### config.mk
export PLATFORM = sky130hd
export DESIGN_NAME = uart_rx_fifo
export DESIGN_NICKNAME = d
export VERILOG_FILES = /design/src/rtl/uart_rx_fifo.sv
export SDC_FILE = /design/constraint.sdc
export NUM_CORES = 1
export LEC_CHECK = 0
export ABC_AREA = 1
export BUFFER_PORTS_ARGS = -buffer_cell sky130_fd_sc_hd__buf_2
export CORE_MARGIN = 4
export CORE_UTILIZATION = 32
export DETAILED_ROUTE_END_ITERATION = 12
export GPL_TIMING_DRIVEN = 0
export PLACE_DENSITY = 0.46
export SLEW_MARGIN = 20
export SYNTH_ARGS = -nofsm -noshare
export SYNTH_HDL_FRONTEND = slang
export SYNTH_SLANG_ARGS = --single-unit
### constraint.sdc
create_clock -name clk -period 2 [get_ports clk]
set_clock_uncertainty 0.2 [all_clocks]
set_input_delay 0.4 -clock clk [delete_from_list [all_inputs] [get_ports clk]]
set_output_delay 0.4 -clock clk [all_outputs]
set_load 0.02 [all_outputs]
### src/rtl/uart_rx_fifo.sv
// uart_rx_fifo -- 8N1 UART receiver feeding a small show-ahead FIFO.
//
// Ports:
//   clk        system clock
//   reset      asynchronous active-low reset
//   rx         serial line, idle high, asynchronous to clk
//   rd_en      pop the head byte (ignored while empty)
//   clr_err    clear sticky overrun / frame_err
//   rx_data    FIFO head byte (show-ahead)
//   rx_valid   FIFO not empty
//   rx_full    FIFO full
//   overrun    sticky: good frame dropped because FIFO was full
//   frame_err  sticky: stop bit sampled low
//   irq        mirrors rx_valid
module uart_rx_fifo #(
  parameter int BAUD_DIV   = 5208,
  parameter int DEPTH_LOG2 = 2
) (
  input  logic       clk,
  input  logic       reset,
  input  logic       rx,
  input  logic       rd_en,
  input  logic       clr_err,
  output logic [7:0] rx_data,
  output logic       rx_valid,
  output logic       rx_full,
  output logic       overrun,
  output logic       frame_err,
  output logic       irq
);

  localparam int DEPTH = 1 << DEPTH_LOG2;
  localparam int CNT_W = $clog2(BAUD_DIV);
  localparam logic [CNT_W-1:0]      HALF_M1  = CNT_W'(BAUD_DIV/2 - 1);
  localparam logic [CNT_W-1:0]      FULL_M1  = CNT_W'(BAUD_DIV - 1);
  localparam logic [DEPTH_LOG2:0]   FULL_CNT = (DEPTH_LOG2+1)'(DEPTH);

  typedef enum logic [1:0] {S_IDLE, S_START, S_DATA, S_STOP} state_t;

  // ---------------- synchroniser ----------------
  logic r_rx_meta, r_rx_s;

  always_ff @(posedge clk or negedge reset) begin
    if (!reset) begin
      r_rx_meta <= 1'b1;
      r_rx_s    <= 1'b1;
    end else begin
      r_rx_meta <= rx;
      r_rx_s    <= r_rx_meta;
    end
  end

  // ---------------- receive FSM ----------------
  state_t           r_state;
  logic [CNT_W-1:0] r_cnt;
  logic [2:0]       r_bidx;
  logic [7:0]       r_shift;

  always_ff @(posedge clk or negedge reset) begin
    if (!reset) begin
      r_state <= S_IDLE;
      r_cnt   <= '0;
      r_bidx  <= '0;
      r_shift <= '0;
    end else begin
      case (r_state)
        S_IDLE: begin
          r_cnt <= '0;
          if (!r_rx_s) r_state <= S_START;
        end
        S_START: begin
          // Re-check the line at mid start bit; a high here was a glitch.
          if (r_cnt == HALF_M1) begin
            r_cnt <= '0;
            if (!r_rx_s) begin
              r_state <= S_DATA;
              r_bidx  <= '0;
            end else begin
              r_state <= S_IDLE;
            end
          end else begin
            r_cnt <= r_cnt + 1'b1;
          end
        end
        S_DATA: begin
          if (r_cnt == FULL_M1) begin
            r_cnt           <= '0;
            r_shift[r_bidx] <= r_rx_s;
            if (r_bidx == 3'd7) r_state <= S_STOP;
            else                r_bidx  <= r_bidx + 1'b1;
          end else begin
            r_cnt <= r_cnt + 1'b1;
          end
        end
        S_STOP: begin
          if (r_cnt == FULL_M1) begin
            r_cnt   <= '0;
            r_state <= S_IDLE;
          end else begin
            r_cnt <= r_cnt + 1'b1;
          end
        end
        default: r_state <= S_IDLE;
      endcase
    end
  end

  // Stop-bit decision is combinational so the byte lands in the FIFO on the
  // same edge the FSM returns to IDLE.
  logic w_stop_smp, w_push_req, w_ferr_set;
  assign w_stop_smp = (r_state == S_STOP) && (r_cnt == FULL_M1);
  assign w_push_req = w_stop_smp &&  r_rx_s;
  assign w_ferr_set = w_stop_smp && !r_rx_s;

  // ---------------- FIFO ----------------
  logic [7:0]            r_mem [DEPTH];
  logic [DEPTH_LOG2-1:0] r_wr_ptr, r_rd_ptr;
  logic [DEPTH_LOG2:0]   r_count;
  logic                  r_overrun, r_frame_err;

  logic w_full, w_pop, w_push, w_ovr_set;
  assign w_full    = (r_count == FULL_CNT);
  assign w_pop     = rd_en && (r_count != '0);
  // A pop in the same cycle frees a slot, so a push into a full FIFO is kept.
  assign w_push    = w_push_req && (!w_full || w_pop);
  assign w_ovr_set = w_push_req && w_full && !w_pop;

  always_ff @(posedge clk or negedge reset) begin
    if (!reset) begin
      for (int i = 0; i < DEPTH; i++) r_mem[i] <= '0;
      r_wr_ptr <= '0;
      r_rd_ptr <= '0;
      r_count  <= '0;
    end else begin
      if (w_push) begin
        r_mem[r_wr_ptr] <= r_shift;
        r_wr_ptr        <= r_wr_ptr + 1'b1;
      end
      if (w_pop) r_rd_ptr <= r_rd_ptr + 1'b1;
      case ({w_push, w_pop})
        2'b10:   r_count <= r_count + 1'b1;
        2'b01:   r_count <= r_count - 1'b1;
        default: r_count <= r_count;
      endcase
    end
  end

  // Sticky flags: a set event beats a simultaneous clear.
  always_ff @(posedge clk or negedge reset) begin
    if (!reset) begin
      r_overrun   <= 1'b0;
      r_frame_err <= 1'b0;
    end else begin
      if (w_ovr_set)    r_overrun <= 1'b1;
      else if (clr_err) r_overrun <= 1'b0;
      if (w_ferr_set)   r_frame_err <= 1'b1;
      else if (clr_err) r_frame_err <= 1'b0;
    end
  end

  assign rx_data   = r_mem[r_rd_ptr];
  assign rx_valid  = (r_count != '0);
  assign rx_full   = w_full;
  assign overrun   = r_overrun;
  assign frame_err = r_frame_err;
  assign irq       = rx_valid;

endmodule

==> reports/summary.txt <==
==================================================================================
Run status ..........................................................    completed
Die outline area ....................................................   0.0120 mm²
Sequential share of the synthesized area ............................        52.2%
Mux cell area share after synthesis .................................           0%
Pint ................................................................      3.03 mW
CTS tree ............................................................          yes
Clk root buf ........................................................ sky130_fd_sc_hd__clkbuf_8
Aggregate negative setup slack ......................................         0 ns
# IOs ...............................................................           18
Via density per instance ............................................         4.56
Total leakage power .................................................      2.06 nW
Clock-pin transition on the worst setup and hold timing paths .......      0.08 ns
Initial drt markers .................................................          130
Global-route layer with the greatest usage ..........................         met2
Final hold violation count ..........................................            0
Switching Share .....................................................        32.4%
Share of the core filled with cells in the final layout .............        43.0%
Yosys warning count .................................................            0
Register-to-register setup slack ....................................      0.02 ns
Largest stage delay on the critical path ............................      0.44 ns
Fmax achieved .......................................................    0.501 GHz
Post-synthesis simple-gate area fraction ............................        22.8%
Highest fanout seen on the critical path ............................            5
First-pass iteration count of the detailed router ...................            4
Pin count of the biggest net entering global routing ................           37
Main synth FF type .................................................. sky130_fd_sc_hd__dfrtp_1
GPL Wtd Cong ........................................................        0.805
Die Y ...............................................................       110 µm
Path depth of the worst reg2reg path ................................           11
I/O Buffers .........................................................           17
Part of the power in the clock network ..............................        31.8%
Initial Utilization .................................................        33.4%
Xor and xnor fraction of the mapped netlist area ....................        1.32%
Number of distinct library cells after synthesis ....................           27
Slowest CP cell ..................................................... sky130_fd_sc_hd__dfrtp_2
Wirelength per Cell .................................................      12.9 µm
Fraction of synthesis flops using an asynchronous set or reset pin ..         100%
Grt met1 use ........................................................        16.4%
Clock Path Buffers ..................................................            2
Fraction of the mapped netlist area in adder cells ..................        3.25%
Die X ...............................................................       110 µm
Mean area per synthesized cell ......................................     8.41 µm²
FF-to-FF End ........................................................ r_count[1]$_DFFE_PN0P_
Total gr overflow ...................................................            0
Share of the clock period used by the worst path after layout .......        99.8%
Synthesized-area fraction occupied by ao, oa, aoi and oai cells .....        13.0%
Remaining number of nets flagged by the antenna check after routing .            0
Endpoint arrival time on the critical path ..........................      1.40 ns
Flop and latch count out of synthesis ...............................           69
Crit path kind ...................................................... register to primary output
Syn nets ............................................................          407
Clock Sink Count ....................................................           69
Power per cell area .................................................  1050 mW/mm²
Post-Synthesis Cells ................................................          394
Unrepaired setup endpoints after global routing .....................         true
GRT Total Usage .....................................................        13.4%
Main combinational cell family by area after synthesis .............. simple AND/OR/NAND/NOR gates
Worst-Skew Late Latency .............................................      0.34 ns
Min cycle time layout ...............................................      2.00 ns
Type of the worst min-delay path .................................... input port to register
Final hold slack ....................................................    0.0754 ns
Switch Pwr ..........................................................      1.45 mW
Critical path capture point type .................................... primary output
Post-synthesis cell area ............................................  0.00331 mm²
Sequential share of power ...........................................        33.4%
Worst supply voltage drop on vdd ....................................   0.000406 V
Final setup violation count .........................................            0
Startpoint types ....................................................     register
Met2 layer usage reported by global route ...........................        23.0%
Total inserted antenna cells ........................................            0
Crit path max-delay family ..........................................   flip-flops
Number of buffers created by CTS ....................................            9
Hpwl dp .............................................................      5.15 mm
Vias in the first global route ......................................         2619
Initial antenna violation count .....................................            0
Maximum level of the CTS H-tree .....................................            3
Row Count ...........................................................           36
Stages on the worst setup path ......................................            5
Number of nets in the finished design ...............................          455
Origin of the worst setup path ...................................... r_rd_ptr[0]$_DFFE_PN0P_
Pin slew with the least headroom to its limit .......................     0.490 ns
Number of enable flip-flop cells after synthesis ....................            0
Required time of the critical path ..................................      1.40 ns
Core footprint ......................................................  0.00991 mm²
Cells along the critical path ....................................... inv_4 > clkbuf_16 > nor2_2 > o22ai_2 > buf_6
Total via count in the routed design ................................         2645
Total routed wirelength .............................................      7.48 mm
Combinational cell fraction of total power ..........................        34.9%
Share of cells above drive strength 1 ...............................        27.3%
P&R area growth vs syn ..............................................        28.5%
Post-detailed-route DRC marker count ................................            0
Number of max-cap violations ........................................            0
Global-route wire length before repair ..............................      12.6 mm
Worst-case headroom to the max-slew limit ...........................        67.4%
R2R Path Start ...................................................... r_cnt[1]$_DFF_PN0_
Termination of the worst setup path .................................   rx_data[5]
Routing usage on met3 ...............................................        3.99%
Worst path bufs/invs ................................................            3
Count of pins over their slew limit .................................            0
==================================================================================
-- Yosys cell counts (2+ instances only) --
master                     count  area share, %
sky130_fd_sc_hd__nand2_1      99             11
sky130_fd_sc_hd__dfrtp_1      67             51
sky130_fd_sc_hd__nor2_1       50            5.7
sky130_fd_sc_hd__inv_1        45            5.1
sky130_fd_sc_hd__o21ai_0      30            4.5
sky130_fd_sc_hd__o21ai_1      24            3.6
sky130_fd_sc_hd__nor3_1       10            1.5
sky130_fd_sc_hd__o22ai_1       9            1.7
sky130_fd_sc_hd__nand3_1       8            1.2
sky130_fd_sc_hd__o21ai_2       8            2.1
sky130_fd_sc_hd__ha_1          7            2.6
sky130_fd_sc_hd__a21oi_1       5           0.76
sky130_fd_sc_hd__clkbuf_1      5           0.57
sky130_fd_sc_hd__xor2_1        5            1.3
sky130_fd_sc_hd__buf_6         4            1.4
sky130_fd_sc_hd__nand2_4       4            1.4
sky130_fd_sc_hd__dfstp_2       2            1.6
sky130_fd_sc_hd__nand3_2       2           0.60
sky130_fd_sc_hd__nand4_1       2           0.38
-- flip-flops by register name (all words and copies together) (netlist names), named ones only --
signal / cells
r_wr_ptr: 2
r_count: 3
r_rx_s: 1
overrun: 1
r_shift: 8
frame_err: 1
r_rd_ptr: 2
r_bidx: 3
r_cnt: 13
r_rx_meta: 1
r_state: 1
r_mem: 32
-- final cells by class --
cell class              instances  area, µm²
plain buffers                   8       93.8
clock buffers                  11        141
clock inverters                 5        108
fillers                      1020       5650
inverters                      46        185
multi-input cells             269       1510
flip-flops and latches         69       1730
well taps                     133        166
repair buffers                 39        325
-- worst min-delay path by stage --
stage / end / slack, ns / cells past startpoint / from
2_1_floorplan: asynchronous set/reset pin / -0.1 / 0 / reset
3_3_place_gp: r_rx_s$_DFF_PN1_ / 0.15 / 0 / r_rx_meta$_DFF_PN1_
3_5_place_dp: r_rx_s$_DFF_PN1_ / 0.15 / 0 / r_rx_meta$_DFF_PN1_
4_1_cts: frame_err$_DFFE_PN0P_ / 0.04 / 2 / clr_err
5_1_grt: overrun$_DFFE_PN0P_ / 0.05 / 2 / clr_err
6_report: overrun$_DFFE_PN0P_ / 0.08 / 2 / clr_err
-- metrics by stage --
| stage | power (mW) | setup slack [ns] | instance area (µm²) | cells |
|---|---|---|---|---|
| after global routing | 4.76 | -0.0878 | 4260 | 580 |
| final | 4.49 | 0.00410 | 4260 | 580 |
| after global placement | 2.51 | -0.290 | 3570 | 544 |
| after floorplan | 2.20 | 0.0142 | 3320 | 394 |
| after detailed placement | 2.52 | -0.283 | 3590 | 545 |
| after CTS | 4.25 | -0.0262 | 4060 | 578 |
-- metal layers --
layer	wire length, µm	vias up	share of wire, %
met5	0	-	0
met2	3700	25	50
met1	3510	1258	47
met3	183	5	2.4
li1	-	1357	-
met4	79	0	1.1
-- what timing repair did --
action                     4_1_cts  5_1_grt
hold endpoints to repair        36        0
setup endpoints to repair       43       64
hold buffers                     2        0
cloned                           1        0
setup buffers                   16        2
pin swaps                        9       11
resized for setup               34       61
-- placed cells by master, fill, tap and decap left out, types with 6 or more instances in the layout --
cell type                  count
sky130_fd_sc_hd__nand2_1      94
sky130_fd_sc_hd__dfrtp_1      65
sky130_fd_sc_hd__inv_1        39
sky130_fd_sc_hd__nor2_1       37
sky130_fd_sc_hd__o21ai_1      34
sky130_fd_sc_hd__buf_4        19
sky130_fd_sc_hd__o21ai_2      14
sky130_fd_sc_hd__o21ai_0      14
sky130_fd_sc_hd__buf_6        13
sky130_fd_sc_hd__nor2_2       10
sky130_fd_sc_hd__clkbuf_8     10
sky130_fd_sc_hd__nor3_1        9
sky130_fd_sc_hd__buf_2         9
sky130_fd_sc_hd__nand3_1       7
sky130_fd_sc_hd__o22ai_2       6
sky130_fd_sc_hd__ha_1          6
-- kinds of logic (layout without fill, tap and decap cells) --
group,after synthesis,in the layout
flip-flops,69,69
buffers and inverters,56,109
XOR/XNOR,5,5
AO/OA/AOI/OAI,77,77
AND/OR/NAND/NOR,179,179
adder cells (fa/ha/maj),8,8
-- power by group through the flow --
stage / clock (mW) / sequential (mW) / combinational [mW]
floorplan: 0 / 1.50 / 0.701
global route: 1.53 / 1.51 / 1.73
detailed placement: 0 / 1.50 / 1.02
global placement: 0 / 1.50 / 1.01
finish: 1.43 / 1.50 / 1.56
CTS: 1.47 / 1.49 / 1.28
Note: power is estimated with default switching activity, not from simulation.
